--- src/rtl/riscv_mc_control_if.sv ---
// ---------------------------------------------------------------------------
// riscv_mc_control_if : datapath <-> multi-cycle control bundle.  Rev 1.0
// ---------------------------------------------------------------------------
`default_nettype none

interface riscv_mc_control_if #(
  parameter int CNT_W = 32
);
  logic [6:0]       i_opcode;
  logic             i_branch_taken;
  logic             i_mem_ready;
  logic             o_pc_write;
  logic             o_ir_write;
  logic             o_mem_read;
  logic             o_mem_write;
  logic             o_reg_write;
  logic [1:0]       o_alu_src_a;
  logic [1:0]       o_alu_src_b;
  logic [1:0]       o_alu_op;
  logic [1:0]       o_mem_to_reg;
  logic [1:0]       o_pc_src;
  logic [3:0]       o_state;
  logic             o_instr_retired;
  logic [CNT_W-1:0] o_instret;
  logic             o_trap;
  logic [1:0]       o_trap_cause;

  modport master (
    output i_opcode, i_branch_taken, i_mem_ready,
    input  o_pc_write, o_ir_write, o_mem_read, o_mem_write, o_reg_write,
    input  o_alu_src_a, o_alu_src_b, o_alu_op, o_mem_to_reg, o_pc_src,
    input  o_state, o_instr_retired, o_instret, o_trap, o_trap_cause
  );

  modport slave (
    input  i_opcode, i_branch_taken, i_mem_ready,
    output o_pc_write, o_ir_write, o_mem_read, o_mem_write, o_reg_write,
    output o_alu_src_a, o_alu_src_b, o_alu_op, o_mem_to_reg, o_pc_src,
    output o_state, o_instr_retired, o_instret, o_trap, o_trap_cause
  );
endinterface

`default_nettype wire

--- src/rtl/riscv_mc_control.sv ---
// ---------------------------------------------------------------------------
// riscv_mc_control : multi-cycle RISC-V control FSM with instret/traps. Rev 1.0
// ---------------------------------------------------------------------------
`default_nettype none

module riscv_mc_control #(
  parameter int CNT_W       = 32,
  parameter int TO_W        = 4,
  parameter int MEM_TIMEOUT = 15
) (
  input  wire logic         clk,
  input  wire logic         reset,
  riscv_mc_control_if.slave bus
);
  typedef enum logic [3:0] {
    S_FETCH  = 4'd0,  S_DECODE = 4'd1,  S_EXEC_R = 4'd2,  S_EXEC_I = 4'd3,
    S_ADDR   = 4'd4,  S_MEM_RD = 4'd5,  S_MEM_WR = 4'd6,  S_WB_ALU = 4'd7,
    S_WB_MEM = 4'd8,  S_BRANCH = 4'd9,  S_JAL    = 4'd10, S_JALR   = 4'd11,
    S_TRAP   = 4'd15
  } state_t;

  localparam int unsigned     C_TO_LAST_I = (MEM_TIMEOUT == 0) ? 0 : MEM_TIMEOUT - 1;
  localparam logic [TO_W-1:0] c_to_last   = TO_W'(C_TO_LAST_I);

  state_t           r_state, w_next;
  logic [CNT_W-1:0] r_instret;
  logic [TO_W-1:0]  r_wait_cnt;
  logic             r_trap;
  logic [1:0]       r_trap_cause;

  logic       w_pc_write, w_ir_write, w_mem_read, w_mem_write, w_reg_write;
  logic [1:0] w_src_a, w_src_b, w_alu_op, w_mem_to_reg, w_pc_src, w_cause;
  logic       w_retire, w_to_hit, w_is_wait;

  assign w_is_wait = (r_state == S_FETCH) || (r_state == S_MEM_RD) || (r_state == S_MEM_WR);
  // A mem_ready arriving on the final allowed cycle suppresses the timeout.
  assign w_to_hit  = (MEM_TIMEOUT != 0) && w_is_wait && (r_wait_cnt == c_to_last) &&
                     !bus.i_mem_ready;

  always_comb begin
    w_next       = r_state;
    w_cause      = 2'b00;
    w_pc_write   = 1'b0;
    w_ir_write   = 1'b0;
    w_mem_read   = 1'b0;
    w_mem_write  = 1'b0;
    w_reg_write  = 1'b0;
    w_src_a      = 2'b00;
    w_src_b      = 2'b00;
    w_alu_op     = 2'b00;
    w_mem_to_reg = 2'b00;
    w_pc_src     = 2'b00;
    w_retire     = 1'b0;
    case (r_state)
      S_FETCH: begin
        w_mem_read = 1'b1;
        w_src_b    = 2'b01;
        w_pc_write = bus.i_mem_ready;
        w_ir_write = bus.i_mem_ready;
        if (bus.i_mem_ready) w_next = S_DECODE;
      end
      S_DECODE: begin
        w_src_a = 2'b10;
        w_src_b = 2'b10;
        case (bus.i_opcode)
          7'b0110011:             w_next = S_EXEC_R;
          7'b0010011:             w_next = S_EXEC_I;
          7'b0000011, 7'b0100011: w_next = S_ADDR;
          7'b1100011:             w_next = S_BRANCH;
          7'b1101111:             w_next = S_JAL;
          7'b1100111:             w_next = S_JALR;
          default: begin
            w_next  = S_TRAP;
            w_cause = 2'b01;
          end
        endcase
      end
      S_EXEC_R: begin
        w_src_a  = 2'b01;
        w_alu_op = 2'b10;
        w_next   = S_WB_ALU;
      end
      S_EXEC_I: begin
        w_src_a  = 2'b01;
        w_src_b  = 2'b10;
        w_alu_op = 2'b11;
        w_next   = S_WB_ALU;
      end
      S_ADDR: begin
        w_src_a = 2'b01;
        w_src_b = 2'b10;
        w_next  = (bus.i_opcode == 7'b0000011) ? S_MEM_RD : S_MEM_WR;
      end
      S_MEM_RD: begin
        w_mem_read = 1'b1;
        if (bus.i_mem_ready) w_next = S_WB_MEM;
      end
      S_MEM_WR: begin
        w_mem_write = 1'b1;
        if (bus.i_mem_ready) begin
          w_next   = S_FETCH;
          w_retire = 1'b1;
        end
      end
      S_WB_ALU: begin
        w_reg_write = 1'b1;
        w_next      = S_FETCH;
        w_retire    = 1'b1;
      end
      S_WB_MEM: begin
        w_reg_write  = 1'b1;
        w_mem_to_reg = 2'b01;
        w_next       = S_FETCH;
        w_retire     = 1'b1;
      end
      S_BRANCH: begin
        w_src_a    = 2'b01;
        w_alu_op   = 2'b01;
        w_pc_src   = 2'b01;
        w_pc_write = bus.i_branch_taken;
        w_next     = S_FETCH;
        w_retire   = 1'b1;
      end
      S_JAL: begin
        w_reg_write  = 1'b1;
        w_mem_to_reg = 2'b10;
        w_pc_src     = 2'b01;
        w_pc_write   = 1'b1;
        w_next       = S_FETCH;
        w_retire     = 1'b1;
      end
      S_JALR: begin
        w_src_a      = 2'b01;
        w_src_b      = 2'b10;
        w_reg_write  = 1'b1;
        w_mem_to_reg = 2'b10;
        w_pc_src     = 2'b10;
        w_pc_write   = 1'b1;
        w_next       = S_FETCH;
        w_retire     = 1'b1;
      end
      S_TRAP: w_next = S_TRAP;
      default: begin
        w_next  = S_TRAP;
        w_cause = 2'b01;
      end
    endcase
    if (w_to_hit) begin
      w_next  = S_TRAP;
      w_cause = 2'b10;
    end
  end

  always_ff @(posedge clk or posedge reset) begin
    if (reset) begin
      r_state      <= S_FETCH;
      r_instret    <= '0;
      r_wait_cnt   <= '0;
      r_trap       <= 1'b0;
      r_trap_cause <= 2'b00;
    end else begin
      r_state <= w_next;
      if (w_retire) r_instret <= r_instret + CNT_W'(1);
      // The counter only survives while parked in the same wait state.
      if (w_next != r_state || bus.i_mem_ready) r_wait_cnt <= '0;
      else if (w_is_wait)                       r_wait_cnt <= r_wait_cnt + TO_W'(1);
      if (w_next == S_TRAP && r_state != S_TRAP) begin
        r_trap       <= 1'b1;
        r_trap_cause <= w_cause;
      end
    end
  end

  assign bus.o_pc_write      = w_pc_write  & ~reset;
  assign bus.o_ir_write      = w_ir_write  & ~reset;
  assign bus.o_reg_write     = w_reg_write & ~reset;
  assign bus.o_mem_write     = w_mem_write & ~reset;
  assign bus.o_mem_read      = w_mem_read;
  assign bus.o_alu_src_a     = w_src_a;
  assign bus.o_alu_src_b     = w_src_b;
  assign bus.o_alu_op        = w_alu_op;
  assign bus.o_mem_to_reg    = w_mem_to_reg;
  assign bus.o_pc_src        = w_pc_src;
  assign bus.o_state         = r_state;
  assign bus.o_instr_retired = w_retire;
  assign bus.o_instret       = r_instret;
  assign bus.o_trap          = r_trap;
  assign bus.o_trap_cause    = r_trap_cause;
endmodule

`default_nettype wire

--- src/flat_wrapper.sv ---
// flat-port wrapper written by rule: the top's interface ports become plain ports
module riscv_mc_control_flat 
#(
  parameter int CNT_W       = 32,
  parameter int TO_W        = 4,
  parameter int MEM_TIMEOUT = 15
)
  (clk, reset, bus_i_opcode, bus_i_branch_taken, bus_i_mem_ready, bus_o_pc_write, bus_o_ir_write, bus_o_mem_read, bus_o_mem_write, bus_o_reg_write, bus_o_alu_src_a, bus_o_alu_src_b, bus_o_alu_op, bus_o_mem_to_reg, bus_o_pc_src, bus_o_state, bus_o_instr_retired, bus_o_instret, bus_o_trap, bus_o_trap_cause);
  riscv_mc_control_if #(.CNT_W(CNT_W)) bus_i ();
  input  wire logic clk;
  input  wire logic reset;
  input wire logic [$bits(bus_i.i_opcode)-1:0] bus_i_opcode;
  input wire logic [$bits(bus_i.i_branch_taken)-1:0] bus_i_branch_taken;
  input wire logic [$bits(bus_i.i_mem_ready)-1:0] bus_i_mem_ready;
  output wire logic [$bits(bus_i.o_pc_write)-1:0] bus_o_pc_write;
  output wire logic [$bits(bus_i.o_ir_write)-1:0] bus_o_ir_write;
  output wire logic [$bits(bus_i.o_mem_read)-1:0] bus_o_mem_read;
  output wire logic [$bits(bus_i.o_mem_write)-1:0] bus_o_mem_write;
  output wire logic [$bits(bus_i.o_reg_write)-1:0] bus_o_reg_write;
  output wire logic [$bits(bus_i.o_alu_src_a)-1:0] bus_o_alu_src_a;
  output wire logic [$bits(bus_i.o_alu_src_b)-1:0] bus_o_alu_src_b;
  output wire logic [$bits(bus_i.o_alu_op)-1:0] bus_o_alu_op;
  output wire logic [$bits(bus_i.o_mem_to_reg)-1:0] bus_o_mem_to_reg;
  output wire logic [$bits(bus_i.o_pc_src)-1:0] bus_o_pc_src;
  output wire logic [$bits(bus_i.o_state)-1:0] bus_o_state;
  output wire logic [$bits(bus_i.o_instr_retired)-1:0] bus_o_instr_retired;
  output wire logic [$bits(bus_i.o_instret)-1:0] bus_o_instret;
  output wire logic [$bits(bus_i.o_trap)-1:0] bus_o_trap;
  output wire logic [$bits(bus_i.o_trap_cause)-1:0] bus_o_trap_cause;
  assign bus_i.i_opcode = bus_i_opcode;
  assign bus_i.i_branch_taken = bus_i_branch_taken;
  assign bus_i.i_mem_ready = bus_i_mem_ready;
  assign bus_o_pc_write = bus_i.o_pc_write;
  assign bus_o_ir_write = bus_i.o_ir_write;
  assign bus_o_mem_read = bus_i.o_mem_read;
  assign bus_o_mem_write = bus_i.o_mem_write;
  assign bus_o_reg_write = bus_i.o_reg_write;
  assign bus_o_alu_src_a = bus_i.o_alu_src_a;
  assign bus_o_alu_src_b = bus_i.o_alu_src_b;
  assign bus_o_alu_op = bus_i.o_alu_op;
  assign bus_o_mem_to_reg = bus_i.o_mem_to_reg;
  assign bus_o_pc_src = bus_i.o_pc_src;
  assign bus_o_state = bus_i.o_state;
  assign bus_o_instr_retired = bus_i.o_instr_retired;
  assign bus_o_instret = bus_i.o_instret;
  assign bus_o_trap = bus_i.o_trap;
  assign bus_o_trap_cause = bus_i.o_trap_cause;
  riscv_mc_control #(.CNT_W(CNT_W), .TO_W(TO_W), .MEM_TIMEOUT(MEM_TIMEOUT)) u_core (.clk(clk), .reset(reset), .bus(bus_i));
endmodule
--- config.mk ---
export PLATFORM = sky130hd
export DESIGN_NAME = riscv_mc_control_flat
export DESIGN_NICKNAME = d
export VERILOG_FILES = /design/src/rtl/riscv_mc_control_if.sv /design/src/rtl/riscv_mc_control.sv /design/src/flat_wrapper.sv
export SDC_FILE = /design/constraint.sdc
export NUM_CORES = 1
export LEC_CHECK = 0
export ABC_AREA = 1
export CORE_AREA = 2 2 119 63
export DETAILED_ROUTE_END_ITERATION = 10
export DIE_AREA = 0 0 121 65
export PLACE_DENSITY_LB_ADDON = 0.2
export SYNTH_ARGS = -nofsm -noshare
export SYNTH_HDL_FRONTEND = slang
export SYNTH_SLANG_ARGS = --single-unit
--- constraint.sdc ---
create_clock -name clk -period 1.6 [get_ports clk]
set_input_delay 0.24 -clock clk [delete_from_list [all_inputs] [get_ports clk]]
set_output_delay 0.24 -clock clk [all_outputs]
set_load 0.01 [all_outputs]
* Word level (Yosys, flattened, before mapping)
Index checks and enable logic that the tools add are counted.
Word-level totals: register bits after elaboration 43, word-level logic and storage cells 79
Operators by class: $add $sub $neg 2, eq/ne operators 23, muxes and demuxes 24, bitwise operators 5, reduce and logical (&&, ||, !) cells 20
Operator list (count):
- adder 32 x 1 -> 32 bit, second input constant | 1
- == test 4 bit, second input constant | 7
- one-hot mux 4 bit (7 select lines) | 1
- 2-to-1 mux 4 bit | 6
- one-hot mux 4 bit (6 select lines) | 1
- == test 7 bit, second input constant | 3
- one-hot mux 2 bit (2 select lines) | 5
- == test 4 x 3 -> 1 bit, second input constant | 4
- == test 7 x 6 -> 1 bit, second input constant | 2
- OR reduction 12 bit | 1
- OR reduction 2 bit | 5
- OR reduction 5 bit | 2
- == test 4 x 2 -> 1 bit, second input constant | 2
- OR reduction 4 bit | 2
- == test 7 x 2 -> 1 bit, second input constant | 1
- == test 7 x 5 -> 1 bit, second input constant | 1
- OR reduction 7 bit | 1
- 2-to-1 mux 1 bit | 6
- one-hot mux 2 bit (3 select lines) | 1
- adder 4 x 1 -> 4 bit, second input constant | 1
- bitwise AND 1 bit | 4
- == test 4 x 1 -> 1 bit, second input constant | 1
- logical NOT 4 bit | 1
- 2-to-1 mux 2 bit | 2
- 9 further kinds | 13

* Longest topological paths before layout
word-level depth 9, mapped depth 13, depth with buffers taken out 13

* Worst setup path before layout
No wires, ideal clock.
path type input -> output, start point input port reset, end point output port bus_o_reg_write, arrival time 1495 ps, data required time 1360 ps, path slack -135 ps, stages 2, cells stage by stage inv_1 > and3_1
Between the ends: cells in the longest elaborated chain, start to end 2
Ends and longest elaborated chain:
- start, declared | line flat_wrapper.sv:11 | input wire logic reset;
- inverter 1 bit | line riscv_mc_control.sv:176 | assign bus.o_reg_write = w_reg_write & ~reset;
- bitwise AND 1 bit | line riscv_mc_control.sv:176
- end, declared | line flat_wrapper.sv:19 | output wire logic [$bits(bus_i.o_reg_write)-1:0] bus_o_reg_write;
Every way passes these cells.

* Worst setup path after layout
start point register u_core.r_state[3], in the netlist u_core.bus.o_state[3], end point register u_core.r_instret[20], in the netlist u_core.bus.o_instret[20]
Between the ends: cells in the longest elaborated chain, start to end 3
Ends and longest elaborated chain:
- start, declared | line riscv_mc_control.sv:25 | state_t r_state, w_next;
- start signal, assigned | line riscv_mc_control.sv:162 | r_state <= w_next;
- == test 4 x 3 -> 1 bit or == test 4 bit (tied branches) | line riscv_mc_control.sv:54 | case (r_state)
- OR reduction 5 bit (no line)
- one-hot mux 1 bit (2 select lines) (*) | line riscv_mc_control.sv:54
- end signal, assigned | line riscv_mc_control.sv:163 | if (w_retire) r_instret <= r_instret + CNT_W'(1);
- end, declared | line riscv_mc_control.sv:26 | logic [CNT_W-1:0] r_instret;
Every way passes the cells marked *; elsewhere a longest branch is shown, timed or not. A chain may end at the register's enable or synchronous reset.

==> flow_summary.yaml <==
detailed_routing:
  avgRoutedWirePerCell_um: 16.4
  ant_nets: 0
  drc: 0
  vias_per_cell: 5.04
  vias: 3239
  first_iter_violations: 299
  finalWirelength_um: 10600
  drt-pass1-iter-count: 5
status:
  status: "finished with violations"
  violations: "negative setup slack"
power:
  ir_drop_mv: 1.06
  p_total_mw: 8.26
  power_density_nw_per_um2: 1620
  p_leak_nw: 2.55
min_path:
  hold_class: "reg -> reg"
  whs_path_depth: 2
critical_path:
  r2r_slack_ns: -0.33
  critPathLaunchType: "flop"
  cp-startpoint: "u_core.bus.o_state[3]"
  r2r-end: "u_core.bus.o_instret[20]"
  cpMaxStageDelayCell: "dfrtp_2"
  r2r_start: "u_core.bus.o_state[3]"
  required_ns: 1.77
  worstSetupEndpoint: "u_core.bus.o_instret[20]"
  crit_chain: "buf_6, nor2_4, nand2_4, nor2_4, nor2_4, nor3_4, nand2_2, nor2_4, nand2_2, xor2_1"
  arrival_ns: 2.10
  crit_top_cell: "nor2_4"
  end_kind: "flop"
  cp_max_fo: 4
  max_stage_delay_ns: 0.45
  r2r_cells: 10
  timing_worst_setup_path_type: "reg -> reg"
flow_run:
  max_cap_viol_count: 0
place:
  io_buffers: 65
  finalWeightedCongestion: 0.955
  hpwlAfterDp_um: 6740
sta:
  tightest_slew_ns: 0.571
  fin_hold_ws_ns: 0.477
  tns_ns: -10.40
  rsz0062_at_grt: "yes"
  finalHoldViolCount: 0
  slew_headroom_pct: 62.0
  setup_ws_ns: -0.331
  fmax_ghz: 0.518
  fin_crit_ns: 1.93
  slew_violations: 0
  clock_skew_ns: 0.00453
  setup_viol: 56
  fin_crit_sh_pct: 121
global_routing:
  antenna_found_initial: 0
  grt_pass1_wl_um: 14400
  grt_pass1_vias: 2759
  grt_overflow: 0
  grt_max_degree: 44
  track_usage_pct: 24.0
clock_tree:
  h-tree-depth: 2
  clk_pin_slew_ns: 0.06
  cts.path.max_buffers: 2
  hold_buffers: 0
  cts-root-buf: "clkbuf_16"
  cts_tree: "done"
  cts_buffers: 5
  cts_sinks: 43
  worstSkewPairLatency_ns: 0.28
cells_and_area:
  mostFrequentLayoutCells: "82 x buf_4, 70 x nand2_1, 44 x buf_6"
  drive_gt1_share_pct: 45.9
  num-fill-cells: 493
  n_antenna_cell: 0
  final_util_pct: 73.2
  area_growth_pct: 90.2
  fin_nets: 560
  final_common_cell: "buf_4"
floorplanning:
  start_util_pct: 38.5
  core_um2: 6960
  std_cell_rows: 22
  num_io_pins: 66
  die_h_um: 65
  fp.dieArea_um2: 7870
  die_w_um: 121
logic_synthesis:
  synth_area_per_cell_um2: 7.59
  syn_inst: 353
  ys_ff_latch: 43
  syn_nets: 367
  synth_area_um2: 2680
  yosys_warnings: 0
  synthDistinctLibCells: 34
  yosysSeqAreaShare_pct: 40.1
==> cell families after synthesis <==
logic type | share of synthesized area [%]
AND/OR/NAND/NOR | 38.1
buffers and inverters | 6.40
flip-flops | 40.1
XOR/XNOR | 9.80
AO/OA/AOI/OAI | 4.11
adder cells (fa/ha/maj) | 1.40
==> metal layers <==
layer | GRT usage, % | vias up | wire length (µm) | share of wire (%)
met5 | 0 | - | 0 | 0
met4 | 3.05 | 0 | 138 | 1.3
met3 | 5.02 | 18 | 861 | 8.1
met2 | 32.3 | 138 | 4560 | 43
met1 | 39.1 | 1560 | 5020 | 47
li1 | - | 1523 | - | -
==> how the worst min path moves through the flow <==
stage	startpoint	end	slack (ns)
after floorplan	reset	u_core.bus.o_instret[0]	0.24
after detailed placement	u_core.bus.o_trap	u_core.bus.o_trap	0.47
final	u_core.bus.o_trap	u_core.bus.o_trap	0.48
after global routing	u_core.bus.o_trap	u_core.bus.o_trap	0.51
after global placement	u_core.bus.o_trap	u_core.bus.o_trap	0.45
after CTS	u_core.bus.o_trap	u_core.bus.o_trap	0.48
==> per-stage QoR <==
stage | cell area (µm²) | cells | setup WS, ns
after global placement | 4010 | 587 | -0.334
after CTS | 4480 | 616 | -0.217
after floorplan | 2690 | 353 | -0.0203
after global routing | 5100 | 643 | -0.436
after detailed placement | 4010 | 587 | -0.404
final | 5100 | 643 | -0.331
==> flip-flops by register name (all words and copies together), names as in the netlist <==
| signal | count |
|---|---|
| u_core.bus.o_instret | 32 |
| u_core.bus.o_state | 4 |
| u_core.bus.o_trap | 1 |
| u_core.bus.o_trap_cause | 2 |
| u_core.r_wait_cnt | 4 |
==> repair_timing <==
| item | 4_1_cts | 5_1_grt |
|---|---|---|
| setup endpoints to repair | 47 | 67 |
| resized for setup | 124 | 120 |
| buffers inserted | 22 | 29 |
| pin swaps | 23 | 17 |
| cloned | 0 | 1 |
==> power by group <==
part           internal, mW  leakage [nW]  switching, mW  total [mW]
combinational          2.89          1.92           2.78        5.67
sequential             1.31         0.554          0.295        1.61
clock                 0.577        0.0679          0.403       0.980
==> cell type report <==
type                            count  area [µm²]  share of cell area [%]
Timing Repair Buffer              187        1730                    33.9
Clock inverter                      1        5.00                  0.0982
Clock buffer                        7         133                    2.60
Inverter                           43         188                    3.68
Sequential cell                    43        1080                    21.3
Multi-Input combinational cell    266        1840                    36.1
Tap cell                           96         120                    2.36
==> cells in the mapped netlist, drive strengths merged <==
cell type	count	area share (%)
nor3	8	1.9
ha	3	1.4
a31oi	1	0.23
a21oi	3	0.56
buf	1	0.19
o21ai	11	2.2
nor4	3	0.93
nor2	60	10
dfrtp	43	40
nand4	14	4.1
xor2	15	4.9
o22ai	1	0.23
nand3	26	5.2
nand3b	2	0.56
xnor2	15	4.9
and3	1	0.23
nand2	99	15
inv	43	6.2
or2	1	0.33
o211ai	2	0.56
o221ai	1	0.33
==> critical path, delay by kind of cell, from the launching register on <==
kind	cells	cell delay, ns
xor+xnor	1	0.14
buf+inv	1	0.14
flops	1	0.45
simple gates	8	1.07
Note: power is estimated with default switching activity, not from simulation.
